`src/rtl/digit_scan_pkg.sv`:
```
// Shared constants and helpers for the multiplexed 7-segment scan driver.
package digit_scan_pkg;

  // Widest display the driver supports; internal per-digit tables use this size.
  localparam int         MAX_DIGITS = 8;
  // Largest legal BCD code.
  localparam logic [3:0] BCD_MAX    = 4'd9;
  // All digit enables inactive (active-low), truncated by the user to its width.
  localparam logic [7:0] DIGIT_OFF  = 8'hFF;

  // One-hot active-low digit select for a digit index.
  function automatic logic [7:0] sel_onehot_n(input logic [2:0] idx);
    sel_onehot_n = ~(8'd1 << idx);
  endfunction

  // True when a 4-bit code is a displayable decimal digit.
  function automatic logic bcd_valid(input logic [3:0] code);
    bcd_valid = (code <= BCD_MAX);
  endfunction

endpackage

```
`src/rtl/digit_scan_prescaler.sv`:
```
// Modulo-SCAN_DIV slot counter with enable; flags slot start and slot end.
module scan_prescaler #(
  parameter int  SCAN_DIV = 50000,
  localparam int CNT_W    = (SCAN_DIV > 1) ? $clog2(SCAN_DIV) : 1
) (
  input  logic clk_i,
  input  logic rst_n_i,
  input  logic en_i,
  output logic tc_o,
  output logic zero_o
);

  logic [CNT_W-1:0] count_r;

  // Slot position counter: wraps at SCAN_DIV-1, holds while disabled.
  always_ff @(posedge clk_i) begin
    if (!rst_n_i) begin
      count_r <= {CNT_W{1'b0}};
    end else if (en_i) begin
      if (count_r == CNT_W'(SCAN_DIV - 1)) begin
        count_r <= {CNT_W{1'b0}};
      end else begin
        count_r <= count_r + CNT_W'(1);
      end
    end else begin
      count_r <= count_r;
    end
  end

  assign tc_o   = (count_r == CNT_W'(SCAN_DIV - 1));
  assign zero_o = (count_r == {CNT_W{1'b0}});

endmodule

```
`src/rtl/digit_scan.sv`:
```
// Time-multiplexed scan driver for an N-digit common-anode 7-segment display.
// Presents one shadowed BCD digit at a time with its active-low digit enable,
// inserting a dead cycle at each slot start and blanking leading zeros and
// non-BCD codes so the downstream decoder never lights an invalid code.
module digit_scan
  import digit_scan_pkg::*;
#(
  parameter int NUM_DIGITS = 4,
  parameter int SCAN_DIV   = 50000
) (
  input  logic                    clk_i,
  input  logic                    rst_n_i,
  input  logic                    en_i,
  input  logic                    load_i,
  input  logic [4*NUM_DIGITS-1:0] digits_i,
  input  logic                    blank_lz_i,
  output logic [3:0]              bcd_o,
  output logic [NUM_DIGITS-1:0]   digit_sel_o,
  output logic                    frame_o,
  output logic                    err_o
);

  logic [4*NUM_DIGITS-1:0] shadow_r;
  logic [2:0]              index_r;
  logic                    tc_s;
  logic                    zero_s;
  logic                    step_s;
  logic [31:0]             shadow_pad_s;
  logic [3:0]              dig_s [MAX_DIGITS];
  logic [7:0]              inv_s;
  logic [7:0]              lz_s;
  logic [7:0]              blank_s;
  logic [3:0]              bcd_next_s;
  logic [NUM_DIGITS-1:0]   sel_next_s;
  logic                    frame_next_s;
  logic [3:0]              bcd_r;
  logic [NUM_DIGITS-1:0]   digit_sel_r;
  logic                    frame_r;
  logic                    err_r;

  scan_prescaler #(.SCAN_DIV(SCAN_DIV)) u_prescaler (
    .clk_i   (clk_i),
    .rst_n_i (rst_n_i),
    .en_i    (en_i),
    .tc_o    (tc_s),
    .zero_o  (zero_s)
  );

  // Advance to the next digit only on an enabled terminal count.
  assign step_s       = en_i & tc_s;
  assign shadow_pad_s = 32'(shadow_r);

  // Shadow copy of the digits: changes only on a load strobe, so no tearing.
  always_ff @(posedge clk_i) begin
    if (!rst_n_i) begin
      shadow_r <= {(4 * NUM_DIGITS){1'b0}};
    end else if (load_i) begin
      shadow_r <= digits_i;
    end else begin
      shadow_r <= shadow_r;
    end
  end

  // Current digit index, wrapping from the last digit back to digit 0.
  always_ff @(posedge clk_i) begin
    if (!rst_n_i) begin
      index_r <= 3'd0;
    end else if (step_s) begin
      if (index_r == 3'(NUM_DIGITS - 1)) begin
        index_r <= 3'd0;
      end else begin
        index_r <= index_r + 3'd1;
      end
    end else begin
      index_r <= index_r;
    end
  end

  // Per-digit invalid and leading-zero flags, scanned from the top digit down.
  always_comb begin
    logic upper_zero;
    upper_zero = 1'b1;
    inv_s      = 8'd0;
    lz_s       = 8'd0;
    blank_s    = 8'd0;
    for (int k = MAX_DIGITS - 1; k >= 0; k--) begin
      dig_s[k]   = shadow_pad_s[4*k +: 4];
      upper_zero = upper_zero & (dig_s[k] == 4'd0);
      lz_s[k]    = upper_zero;
      inv_s[k]   = ~bcd_valid(dig_s[k]);
      blank_s[k] = inv_s[k] | (blank_lz_i & lz_s[k] & (k != 0));
    end
  end

  // Next output values from the current slot state.
  always_comb begin
    bcd_next_s   = 4'd0;
    sel_next_s   = NUM_DIGITS'(DIGIT_OFF);
    frame_next_s = 1'b0;
    if (inv_s[index_r]) begin
      bcd_next_s = 4'd0;
    end else begin
      bcd_next_s = dig_s[index_r];
    end
    if (!en_i || zero_s || blank_s[index_r]) begin
      sel_next_s = NUM_DIGITS'(DIGIT_OFF);
    end else begin
      sel_next_s = NUM_DIGITS'(sel_onehot_n(index_r));
    end
    if (step_s && (index_r == 3'(NUM_DIGITS - 1))) begin
      frame_next_s = 1'b1;
    end else begin
      frame_next_s = 1'b0;
    end
  end

  // Output registers; the error flag is sticky until reset.
  always_ff @(posedge clk_i) begin
    if (!rst_n_i) begin
      bcd_r       <= 4'd0;
      digit_sel_r <= NUM_DIGITS'(DIGIT_OFF);
      frame_r     <= 1'b0;
      err_r       <= 1'b0;
    end else begin
      bcd_r       <= bcd_next_s;
      digit_sel_r <= sel_next_s;
      frame_r     <= frame_next_s;
      err_r       <= err_r | (|inv_s);
    end
  end

  assign bcd_o       = bcd_r;
  assign digit_sel_o = digit_sel_r;
  assign frame_o     = frame_r;
  assign err_o       = err_r;

endmodule

```
`config.mk`:
```
export PLATFORM = sky130hd
export DESIGN_NAME = digit_scan
export DESIGN_NICKNAME = d
export VERILOG_FILES = /design/src/rtl/digit_scan_pkg.sv /design/src/rtl/digit_scan_prescaler.sv /design/src/rtl/digit_scan.sv
export SDC_FILE = /design/constraint.sdc
export NUM_CORES = 1
export LEC_CHECK = 0
export CORE_ASPECT_RATIO = 1.2
export CORE_MARGIN = 2
export CORE_UTILIZATION = 30
export CTS_BUF_LIST = sky130_fd_sc_hd__clkbuf_16
export CTS_CLUSTER_SIZE = 14
export DETAILED_ROUTE_END_ITERATION = 8
export RECOVER_POWER = 50
export SKIP_LAST_GASP = 1
export SLEW_MARGIN = 30
export SYNTH_ARGS = -nofsm -noshare
export SYNTH_HDL_FRONTEND = slang
export SYNTH_HIERARCHICAL = 1
export SYNTH_SLANG_ARGS = --single-unit
```
`constraint.sdc`:
```
create_clock -name clk_i -period 1.8 [get_ports clk_i]
set_input_delay 0.27 -clock clk_i [delete_from_list [all_inputs] [get_ports clk_i]]
set_output_delay 0.27 -clock clk_i [all_outputs]
set_load 0.05 [all_outputs]
```
==> run metrics <==
P per Cell Area=787 nW/um2; routability cong.=0.786; Final Max Slew Viols=0; RSZ-0062 raised after global routing=true; number of max-cap violations=0; clk buf depth=2; DR iter-0 viols=47; via/cell ratio=4.76; core area=6810 um2; total number of vias=1,620; area delta synth->final=31.1%; CP Capture Type=output port; Post-CTS Setup Bufs=0; ys flop type=dfxtp_1; maximum vdd ir drop=0.531 mV; Worst EP arrival=1.42 ns; CTS Buf Count=5; die area=7660 um2; largest net degree at the start of global routing=17; crit-path cells=clkdlybuf4s50_1; Fmax=591 MHz; CP Data Required Time=1.53 ns; number of synthesized register bits=45; CTS tree=done; FP Rows=33; Setup Skew=0.00435 ns; port bufs=30; H-tree Lvls=2; Worst Max-Slew Pin Slew=0.516 ns; GRT Total Usage=13.0%; startpoint types=flop; vias in the first global route=1,679; Setup CP Type=reg2out; Antenna Nets Post-Route=0; nets=279; Pleak=1.04 nW; final hold slack=0.462 ns; Max-slew headroom=65.5%; first-pass GRT wire length=7650 um; Tot Pwr=2.16 mW; # DRC=0; critical path's top delay family=buffers and inverters; syn nets=232; post-route cell area=2740 um2; Syn Std Cell Area=2090 um2; initial core utilization=30.7%; Final period util=94.0%; clk sinks=45; Final Hold Viols=0; post-synthesis cell count=205; post-synthesis sequential area ratio=43.1%; share of flip-flops with an asynchronous set or reset=0%; Clock Latency Late Sink=0.29 ns; Final setup viols=0; # IOs=31; WL final=4430 um; min-delay worst type=reg2reg; hold buffers post-CTS=0; DR pass1 iterations=4; share of post-route cells with drive strength above 1=15.0%; Ys Warns=6; ANT cells=0; Setup TNS Final=0 ns; placed cell area=2590 um2; Post-synth EDFFs=0; Wirelength per Cell=13.0 um; outcome=complete, no violations; GRT Residual Overflow=0; root buffer cell=clkbuf_16; Synth cell types=41; Slowest cell on crit path=clkdlybuf4s50_1; crit-path max FO=1; Die Y=95.5 um; CTS resizes=0; CP max stage delay=0.80 ns; Syn Area/Cell=10.2 um2; die width=80.2 um; Worst Path Buf+Inv=1; HPWL after DPL=3360 um; Clock Pin Slew Worst Setup and Hold Paths=0.06 ns; initial antenna violation count=0; Final Critical Period=1.69 ns
flip-flops by register name, indices dropped and copies added (netlist names):
register	count
bcd_o	4
u_prescaler/count_r	16
err_o	1
digit_sel_o	4
frame_o	1
index_r	3
shadow_r	16
logic make-up (layout without fill, tap and decap cells):
| logic type | after synthesis | after routing | synth area share, % |
|---|---|---|---|
| and+or+nand+nor | 89 | 89 | 25.0 |
| DFF | 45 | 45 | 43.1 |
| muxes | 22 | 22 | 13.7 |
| AOI/OAI and AO/OA | 17 | 17 | 6.22 |
| buffers and inverters | 14 | 62 | 3.41 |
| xor gates and xnor gates | 12 | 12 | 5.03 |
| adders and majority gates | 6 | 6 | 3.59 |
layout by cell type, fill, tap and decap left out, drive strengths merged, types with 2 or more instances in the layout:
cell type	n
clkdlybuf4s50	29
nor2	16
xor2	9
mux2i	17
o21ai	5
clkbuf	6
nand2	9
a21oi	5
nand4	15
mux4	5
or4	4
buf	17
and4	2
nand3	3
ha	6
dfxtp	45
nor2b	23
nor4	3
o31ai	2
nor3	6
and3	2
inv	8
xnor2	3
cells in the mapped netlist (all sizes together), types with 4 or more instances:
master	count	share of area, %
nor2	16	3.0
xor2	9	3.8
o21ai	5	1.2
ha	6	3.6
or4	4	1.6
dfxtp	45	43
mux2i	17	8.1
nor2b	23	6.9
mux4	5	5.6
nand4	15	4.5
nand2	9	1.7
buf	5	1.8
nor3	6	1.7
inv	6	1.1
a21oi	5	1.4
per-layer routing:
layer,track usage [%],vias to the layer above,routed length [um]
li1,-,830,-
met1,14.7,756,1990
met2,22.5,29,2210
met3,4.45,5,167
met4,5.08,0,62
met5,0,-,0
metrics by stage:
stage	utilization (%)	setup slack, ns	std cells
floorplan	-	0.257	205
global placement	38.0	0.0554	332
detailed placement	38.0	0.00868	332
CTS	40.0	0.0906	340
global route	40.2	-0.00273	340
finish	40.2	0.109	340
final cells by class:
type,count,area [um2]
Clock buffer,5,125
Clock inverter,3,15.0
Fill cell,697,4070
Inverter,6,22.5
Multi-Input combinational cell,146,1130
Sequential cell,45,901
Tap cell,87,109
Timing Repair Buffer,48,437
power by group:
| group | switching, mW | leakage [nW] | internal, mW | total, mW |
|---|---|---|---|---|
| registers | 0.0289 | 0.367 | 1.03 | 1.06 |
| clock network | 0.368 | 0.0724 | 0.504 | 0.872 |
| logic | 0.102 | 0.596 | 0.124 | 0.226 |
path summary, 6_finish.rpt:
| path | cells after the start | slack [ns] | end | from |
|---|---|---|---|---|
| max | 1 | 0.11 | bcd_o[3] | bcd_o[3]$_SDFF_PP0_ |
| min | 1 | 0.46 | err_o$_SDFF_PN0_ | err_o$_SDFF_PN0_ |
| max reg2reg | 4 | 0.15 | u_prescaler/count_r[15]$_SDFFE_PN0P_ | u_prescaler/count_r[7]$_SDFFE_PN0P_ |
| min reg2reg | 1 | 0.46 | err_o$_SDFF_PN0_ | err_o$_SDFF_PN0_ |
No activity file was read; power rests on OpenSTA's default activity.
